===== src/rtl/systolic_seq_controller.sv =====
`default_nettype none
// ============================================================================
//  Module   : systolic_seq_controller
//  Purpose  : Load/wait/rolling sequencer for the TPU systolic array, with
//             stall, busy/done handshake and optional abort (SYSTOLIC_ABORT_EN).
//  Revision : 1.0  initial release
// ============================================================================
module systolic_seq_controller #(
    parameter int ARRAY_SIZE = 32,
    parameter int OUT_ROWS   = 64,
    parameter int MAX_SETS   = 4,
    parameter int ADDR_DEPTH = 128,
    parameter int CYC_W      = 9,
    parameter int ADDR_W     = $clog2(ADDR_DEPTH),
    parameter int IDX_W      = $clog2(OUT_ROWS),
    parameter int SET_W      = $clog2(MAX_SETS)
) (
    input  logic              clk,
    input  logic              srstn,
    input  logic              tpu_start,
    input  logic [SET_W-1:0]  num_sets,
    input  logic              stall,
`ifdef SYSTOLIC_ABORT_EN
    input  logic              tpu_abort,
`endif
    output logic              sram_write_enable,
    output logic [ADDR_W-1:0] addr_serial_num,
    output logic              alu_start,
    output logic [CYC_W-1:0]  cycle_num,
    output logic [IDX_W-1:0]  matrix_index,
    output logic [SET_W-1:0]  data_set,
    output logic              tpu_busy,
    output logic              tpu_done
);

    localparam logic [CYC_W-1:0]  c_wb_start = CYC_W'(ARRAY_SIZE + 1);
    localparam logic [CYC_W-1:0]  c_cyc_max  = {CYC_W{1'b1}};
    localparam logic [ADDR_W-1:0] c_addr_max = ADDR_W'(ADDR_DEPTH - 1);
    localparam logic [IDX_W-1:0]  c_idx_last = IDX_W'(OUT_ROWS - 1);

    typedef enum logic [1:0] {
        IDLE      = 2'd0,
        LOAD_DATA = 2'd1,
        WAIT1     = 2'd2,
        ROLLING   = 2'd3
    } state_t;

    state_t            state_q,    state_d;
    logic [ADDR_W-1:0] addr_q,     addr_d;
    logic [CYC_W-1:0]  cycle_q,    cycle_d;
    logic [IDX_W-1:0]  idx_q,      idx_d;
    logic [SET_W-1:0]  set_q,      set_d;
    logic [SET_W-1:0]  num_sets_q, num_sets_d;
    logic              done_q,     done_d;

    always_comb begin
        state_d           = state_q;
        addr_d            = addr_q;
        cycle_d           = cycle_q;
        idx_d             = idx_q;
        set_d             = set_q;
        num_sets_d        = num_sets_q;
        done_d            = 1'b0;
        alu_start         = 1'b0;
        sram_write_enable = 1'b0;

        case (state_q)
            IDLE: begin
                if (tpu_start) begin
                    state_d    = LOAD_DATA;
                    addr_d     = '0;
                    num_sets_d = num_sets;
                    cycle_d    = '0;
                    idx_d      = '0;
                    set_d      = '0;
                end
            end
            LOAD_DATA: begin
                addr_d  = ADDR_W'(1);
                state_d = WAIT1;
            end
            WAIT1: begin
                addr_d  = ADDR_W'(2);
                cycle_d = '0;
                idx_d   = '0;
                set_d   = '0;
                state_d = ROLLING;
            end
            ROLLING: begin
                if (!stall) begin
                    alu_start = 1'b1;
                    cycle_d   = (cycle_q == c_cyc_max) ? cycle_q : cycle_q + CYC_W'(1);
                    addr_d    = (addr_q == c_addr_max) ? addr_q : addr_q + ADDR_W'(1);
                    if (cycle_q >= c_wb_start) begin
                        sram_write_enable = 1'b1;
                        if (idx_q == c_idx_last) begin
                            idx_d = '0;
                            set_d = set_q + SET_W'(1);
                            // Last row of the last set: counters return to 0 for IDLE.
                            if (set_q == num_sets_q) begin
                                state_d = IDLE;
                                done_d  = 1'b1;
                                cycle_d = '0;
                                set_d   = '0;
                            end
                        end else begin
                            idx_d = idx_q + IDX_W'(1);
                        end
                    end else begin
                        idx_d = '0;
                    end
                end
            end
            default: state_d = IDLE;
        endcase

`ifdef SYSTOLIC_ABORT_EN
        // Abort overrides stall and termination; the address is left as is.
        if (tpu_abort && (state_q != IDLE)) begin
            state_d           = IDLE;
            cycle_d           = '0;
            idx_d             = '0;
            set_d             = '0;
            done_d            = 1'b0;
            alu_start         = 1'b0;
            sram_write_enable = 1'b0;
        end
`endif
    end

    always_ff @(posedge clk or negedge srstn) begin
        if (!srstn) begin
            state_q    <= IDLE;
            addr_q     <= '0;
            cycle_q    <= '0;
            idx_q      <= '0;
            set_q      <= '0;
            num_sets_q <= '0;
            done_q     <= 1'b0;
        end else begin
            state_q    <= state_d;
            addr_q     <= addr_d;
            cycle_q    <= cycle_d;
            idx_q      <= idx_d;
            set_q      <= set_d;
            num_sets_q <= num_sets_d;
            done_q     <= done_d;
        end
    end

    assign addr_serial_num = addr_q;
    assign cycle_num       = cycle_q;
    assign matrix_index    = idx_q;
    assign data_set        = set_q;
    assign tpu_done        = done_q;
    assign tpu_busy        = (state_q != IDLE);

endmodule
`default_nettype wire


===== config.mk =====
export PLATFORM = sky130hd
export DESIGN_NAME = systolic_seq_controller
export DESIGN_NICKNAME = d
export VERILOG_FILES = /design/src/rtl/systolic_seq_controller.sv
export SDC_FILE = /design/constraint.sdc
export NUM_CORES = 1
export LEC_CHECK = 0
export ABC_AREA = 1
export BUFFER_PORTS_ARGS = -buffer_cell sky130_fd_sc_hd__buf_2
export CORE_MARGIN = 4
export CORE_UTILIZATION = 50
export CTS_CLUSTER_DIAMETER = 80
export DETAILED_ROUTE_END_ITERATION = 6
export PLACE_DENSITY = 0.72
export SYNTH_ARGS = -nofsm -noshare
export SYNTH_HDL_FRONTEND = slang
export SYNTH_SLANG_ARGS = --single-unit

===== constraint.sdc =====
create_clock -name clk -period 4.3 [get_ports clk]
set_input_delay 0.86 -clock clk [delete_from_list [all_inputs] [get_ports clk]]
set_output_delay 0.86 -clock clk [all_outputs]
set_load 0.01 [all_outputs]

# After elaboration in Yosys (flattened, before gate mapping)

Index checks and enable logic that the tools add are counted.

Logic and storage cells: 71
Flip-flop bits (word level): 29

Reduce and logical (&&, ||, !) cells: 8
Equal/unequal tests: 13
Order comparisons: 1
$add $sub $neg: 4
Multiplexer cells: 38

Operator list:

| kind                | number |
|---|---|
| $mux 9              | 6 |
| $pmux 7 s4          | 1 |
| $pmux 9 s3          | 1 |
| $mux 6              | 4 |
| $mux 7              | 3 |
| $mux 2              | 10 |
| $pmux 6 s3          | 1 |
| $ne 2x2->1 const B  | 6 |
| $mux 1              | 10 |
| $reduce_and 5->1    | 2 |
| $add 9x1->9 const B | 1 |
| $eq 9x9->1 const B  | 1 |
| $ge 9x6->1 const B  | 1 |
| $pmux 2 s4          | 1 |
| $add 7x1->7 const B | 1 |
| $eq 7x7->1 const B  | 1 |
| $add 6x1->6 const B | 1 |
| $eq 6x6->1 const B  | 1 |
| $pmux 2 s3          | 1 |
| $reduce_and 3->1    | 2 |
| $eq 2x2->1 const B  | 2 |
| $reduce_bool 3->1   | 1 |
| $add 2x1->2 const B | 1 |
| $eq 2x1->1 const B  | 1 |
| 4 further kinds     | 4 |

# Depth between registers and ports, before layout

Word-level depth: 7
Depth in mapped cells: 11

# Worst setup path after synthesis

OpenSTA, ideal clock, no wires.

Path type: reg-to-output
From: reg cycle_q[1], in the netlist cycle_num[1]
To: out sram_write_enable
Slack: 2292 ps
Cell stages (with the launch flop): 9
Required time: 3440 ps
Arrival time: 1148 ps
Path buffers: 0
Path through: dfrtp_1 > inv_1 > ha_1 > nor2_1 > nand3_1 > nand2_1 > nand2_2 > nand2_1 > nor2_1

Longest elaborated chain between the ends: 4

Ends and longest elaborated chain:

| item                   | RTL line | RTL |
|---|---|---|
| start, declared        | 50       | `logic [CYC_W-1:0] cycle_q, cycle_d;` |
| start signal, assigned | 143      | `cycle_q <= cycle_d;` |
| $ge 9x6->1             | 94       | `if (cycle_q >= c_wb_start) begin` |
| $mux 1                 | 94       |  |
| $mux 1                 | 90       | `if (!stall) begin` |
| $mux 1                 | 67       | `case (state_q)` |
| end, declared          | 26       | `output logic sram_write_enable,` |

Every way passes these cells.

# Worst setup path in the final report

From: reg state_q[0]
To: out alu_start

Longest elaborated chain between the ends: 2

Ends and longest elaborated chain:

| item                   | RTL line | RTL |
|---|---|---|
| start, declared        | 48       | `state_t state_q, state_d;` |
| start signal, assigned | 141      | `state_q <= state_d;` |
| $eq 2x2->1             | 67       |  |
| $mux 1                 | 67       |  |
| end, declared          | 28       | `output logic alu_start,` |

Every way passes these cells.

==> summary.md <==
| Metric | Value |
|---|---|
| Outcome | finished, final reports clean |
| Worst path buffer plus inverter count | 2 |
| Startpoint type of the worst setup path | register |
| Number of buffers on the longest clock path | 2 |
| Global-route wire length before repair | around 7000 µm |
| Ordered cell list for the critical path | ha_1 > inv_2 > nor2_1 > buf_2 |
| Total power | 1.18 mW |
| Reg-to-reg critical path endpoint | matrix_index[3] |
| Number of fillers in the final layout | between 300 and 400 |
| Sequential share of the synthesized area | a little under two fifths |
| Delay of the slowest cell on the worst path | approximately 510 ps |
| Post-CTS resize count | 0 |
| Number of nets still failing antenna checks after routing | 0 |
| Cts-stage hold buffer count | 0 |
| Cell types occupying the most area after synthesis | dfrtp_1 (38%), nand2_1 (12%), nand3_1 (6.2%) |
| Worst-path maximum fanout | 13 |
| CTS buffer count | 5 |
| Total routed wirelength | 3870 µm |
| Dominant cell type by area after synthesis | dfrtp_1 |
| Clock tree root buffer cell | clkbuf_8 |
| Endpoint required time on the critical path | 3440 ps |
| Post-synthesis instance area | 1930 µm² |
| Actual slew at the worst max-slew pin | about 660 ps |
| Post-Synthesis Mean Instance Area | about 7.7 µm² |
| VDD IR max | about 0.00029 V |
| Die area | between 4000 and 5000 µm² |
| Detailed placer's ending HPWL | about 2900 µm |
| CTS tree | done |
| Number of distinct standard cells referenced by the synthesized netlist | 33 |
| Initial detailed-routing violation count | 140 |
| Max H-tree Level | 2 |
| Effective utilization at floorplan | between 50% and 60% |
| Most common cell in the synthesized netlist | nand2_1 |
| Launching element of the worst setup path | state_q[0] |
| Pre-CTS worst setup slack | roughly 2100 ps |
| Sum Neg Setup Slack | 0 ps |
| Number of buffers inserted by port buffering | 33 |
| Crit. End Element | output pin |
| Maxcap violations | 0 |
| TritonRoute pass-1 iters | 4 |
| Number of vias in the routed layout | 1673 |
| Final hold violation count | 0 |
| Synth top area share | 37.6% |
| Worst setup slack after layout | between 1500 and 2000 ps |
| Total global routing overflow | 0 |
| Launch instance of the worst register-to-register path | state_q[0] |
| Number of warnings printed during yosys synthesis | 0 |
| Share of flip-flops with an asynchronous set or reset after synthesis | 100% |
| Signal arrival time at the worst endpoint | ~1600 ps |
| Mapped Cells | between 200 and 300 |
| Maximum clock frequency | slightly above 0.4 GHz |
| Power Density | 534 nW/µm² |
| Crit Path Category | register to output pin |
| Final cycle utilization of the critical path | between 50% and 60% |
| Die span in x | 70.1 µm |
| Final critical path time including I/O delays and setup | 2480 ps |
| Area of the core | between 3000 and 4000 µm² |
| Area Growth Syn to Fin | 15.0% |
| Setup slack on the worst flop-to-flop path | approximately 2300 ps |
| Share of layout cells above drive strength 1 | between 20% and 30% |
| Commonest register cell after synthesis | dfrtp_1 |
| Remaining DRCs | 0 |
| Largest net degree at the start of global routing | 30 |
| Hold Path Class | register to register |
| Worst Skew | 3.33 ps |
| Top-Level Pins | 34 |
| Clock edge transition at the registers on the reported setup and hold paths | ~60 ps |
| Die Span Y | 70.1 µm |
| Via count normalized by instance count | ~5 |
| Latest clock arrival within the worst-skew pair | about 270 ps |
| Cell types with the highest counts after synthesis | nand2_1 (63), inv_1 (30), dfrtp_1 (29), nor2_1 (28), nand3_1 (24) |
| Routed wire per std cell | between 10 and 15 µm |
| Max-slew violation count | 0 |
| FF-to-FF path depth | 8 |
| Setup repair after global routing missed its margin | no |
| Gp weighted congestion | 0.820 |
| Stages on the worst setup path | 4 |
| Antenna diodes | 0 |
| Final number of setup-violating endpoints | 0 |
| Number of enable-type register cells in the synthesized netlist | 0 |
| Family of cells with the greatest summed delay on the critical path | adder cells |
| Smallest hold slack | 528 ps |
| Initial antenna violation count | 0 |
| Cell with the largest stage delay on the worst path | ha_1 |
| Syn Nets | 267 |
| Overall Global Routing Usage | roughly 17% |
| Count of nets after finishing | just over 300 |
| Total number of clock tree sinks | 29 |
| Reported leakage power | ~1.2 nW |
| Max-slew headroom at the worst pin | 55.9% |
| Floorplan row count | 22 |
| Timing endpoint of the critical path | alu_start |
| Number of buffers inserted by post-CTS setup repair | 0 |
| Number of global-route vias before repair | about 1600 |
| Number of flip-flops and latches in the synthesized netlist | 29 |
## worst min-delay path, cell delays in order, from the launching register on
cell and delay [ps]:
dfrtp_1 370, o21ai_1 80, inv_1 50
## kinds of logic (layout without fill, tap and decap cells)
| kind of cell | Yosys count | after routing | share of synthesized area (%) |
|---|---|---|---|
| DFF | 29 | 29 | 37.6 |
| adders and majority gates | 9 | 9 | 5.84 |
| xor gates and xnor gates | 4 | 4 | 1.82 |
| and+or+nand+nor | 150 | 150 | 39.6 |
| AOI/OAI and AO/OA | 21 | 21 | 6.94 |
| buffers and inverters | 39 | 78 | 8.18 |
## report_power, final
group | leakage (nW) | switching (mW) | internal, mW
combinational | 0.767 | 0.381 | 0.208
clock | 0.0395 | 0.0976 | 0.115
sequential | 0.390 | 0.0602 | 0.323
total | 1.20 | 0.539 | 0.646
## area by class of cell
type | instances | area, µm² | area share [%]
Clock buffer | 8 | 80.1 | 3.61
Inverter | 37 | 141 | 6.38
Multi-Input combinational cell | 184 | 1040 | 47.1
Sequential cell | 29 | 726 | 32.7
Tap cell | 48 | 60.1 | 2.71
Timing Repair Buffer | 33 | 165 | 7.45
## metal layers
layer	global-route usage (%)	part of all wire, %
met5	0	0
met4	6.81	1.3
met3	3.60	4.2
met2	27.4	46
met1	22.5	49
## how the worst min path moves through the flow
stage / from / to / slack, ps / cells past startpoint
final: addr_serial_num[5] / addr_serial_num[5] / 530 / 2
after global routing: addr_serial_num[5] / addr_serial_num[5] / 560 / 2
after CTS: addr_serial_num[5] / addr_serial_num[5] / 530 / 2
after detailed placement: addr_serial_num[5] / addr_serial_num[5] / 510 / 2
after global placement: addr_serial_num[5] / addr_serial_num[5] / 490 / 2
after floorplan: num_sets_q[0] / num_sets_q[0] / 510 / 2
## cell usage in the layout (no fill, tap or decap), types with 3 or more instances in the layout
| cell type | instances |
|---|---|
| nor3_1 | 6 |
| ha_1 | 9 |
| nor2_4 | 4 |
| nand3_4 | 3 |
| a21oi_1 | 6 |
| buf_2 | 33 |
| o21ai_0 | 5 |
| xor2_1 | 3 |
| clkbuf_1 | 3 |
| nand3_1 | 24 |
| nor2_1 | 28 |
| nand2_1 | 63 |
| nand2_2 | 7 |
| inv_2 | 6 |
| nand2_4 | 4 |
| inv_1 | 30 |
| dfrtp_1 | 29 |
| clkbuf_8 | 5 |
## registers in the layout, indices dropped and copies added (netlist names)
register and flops:
num_sets_q 2, addr_serial_num 7, cycle_num 9, data_set 2, tpu_done 1, matrix_index 6, state_q 2
## stage by stage
stage | cell area [µm²] | std cells | utilization [%]
CTS | 2220 | 339 | 60.1
finish | 2220 | 339 | 60.1
global route | 2220 | 339 | 60.1
global placement | 2140 | 331 | 57.9
floorplan | 1930 | 252 | -
detailed placement | 2140 | 331 | 57.9
(Power assumes the default switching activity.)
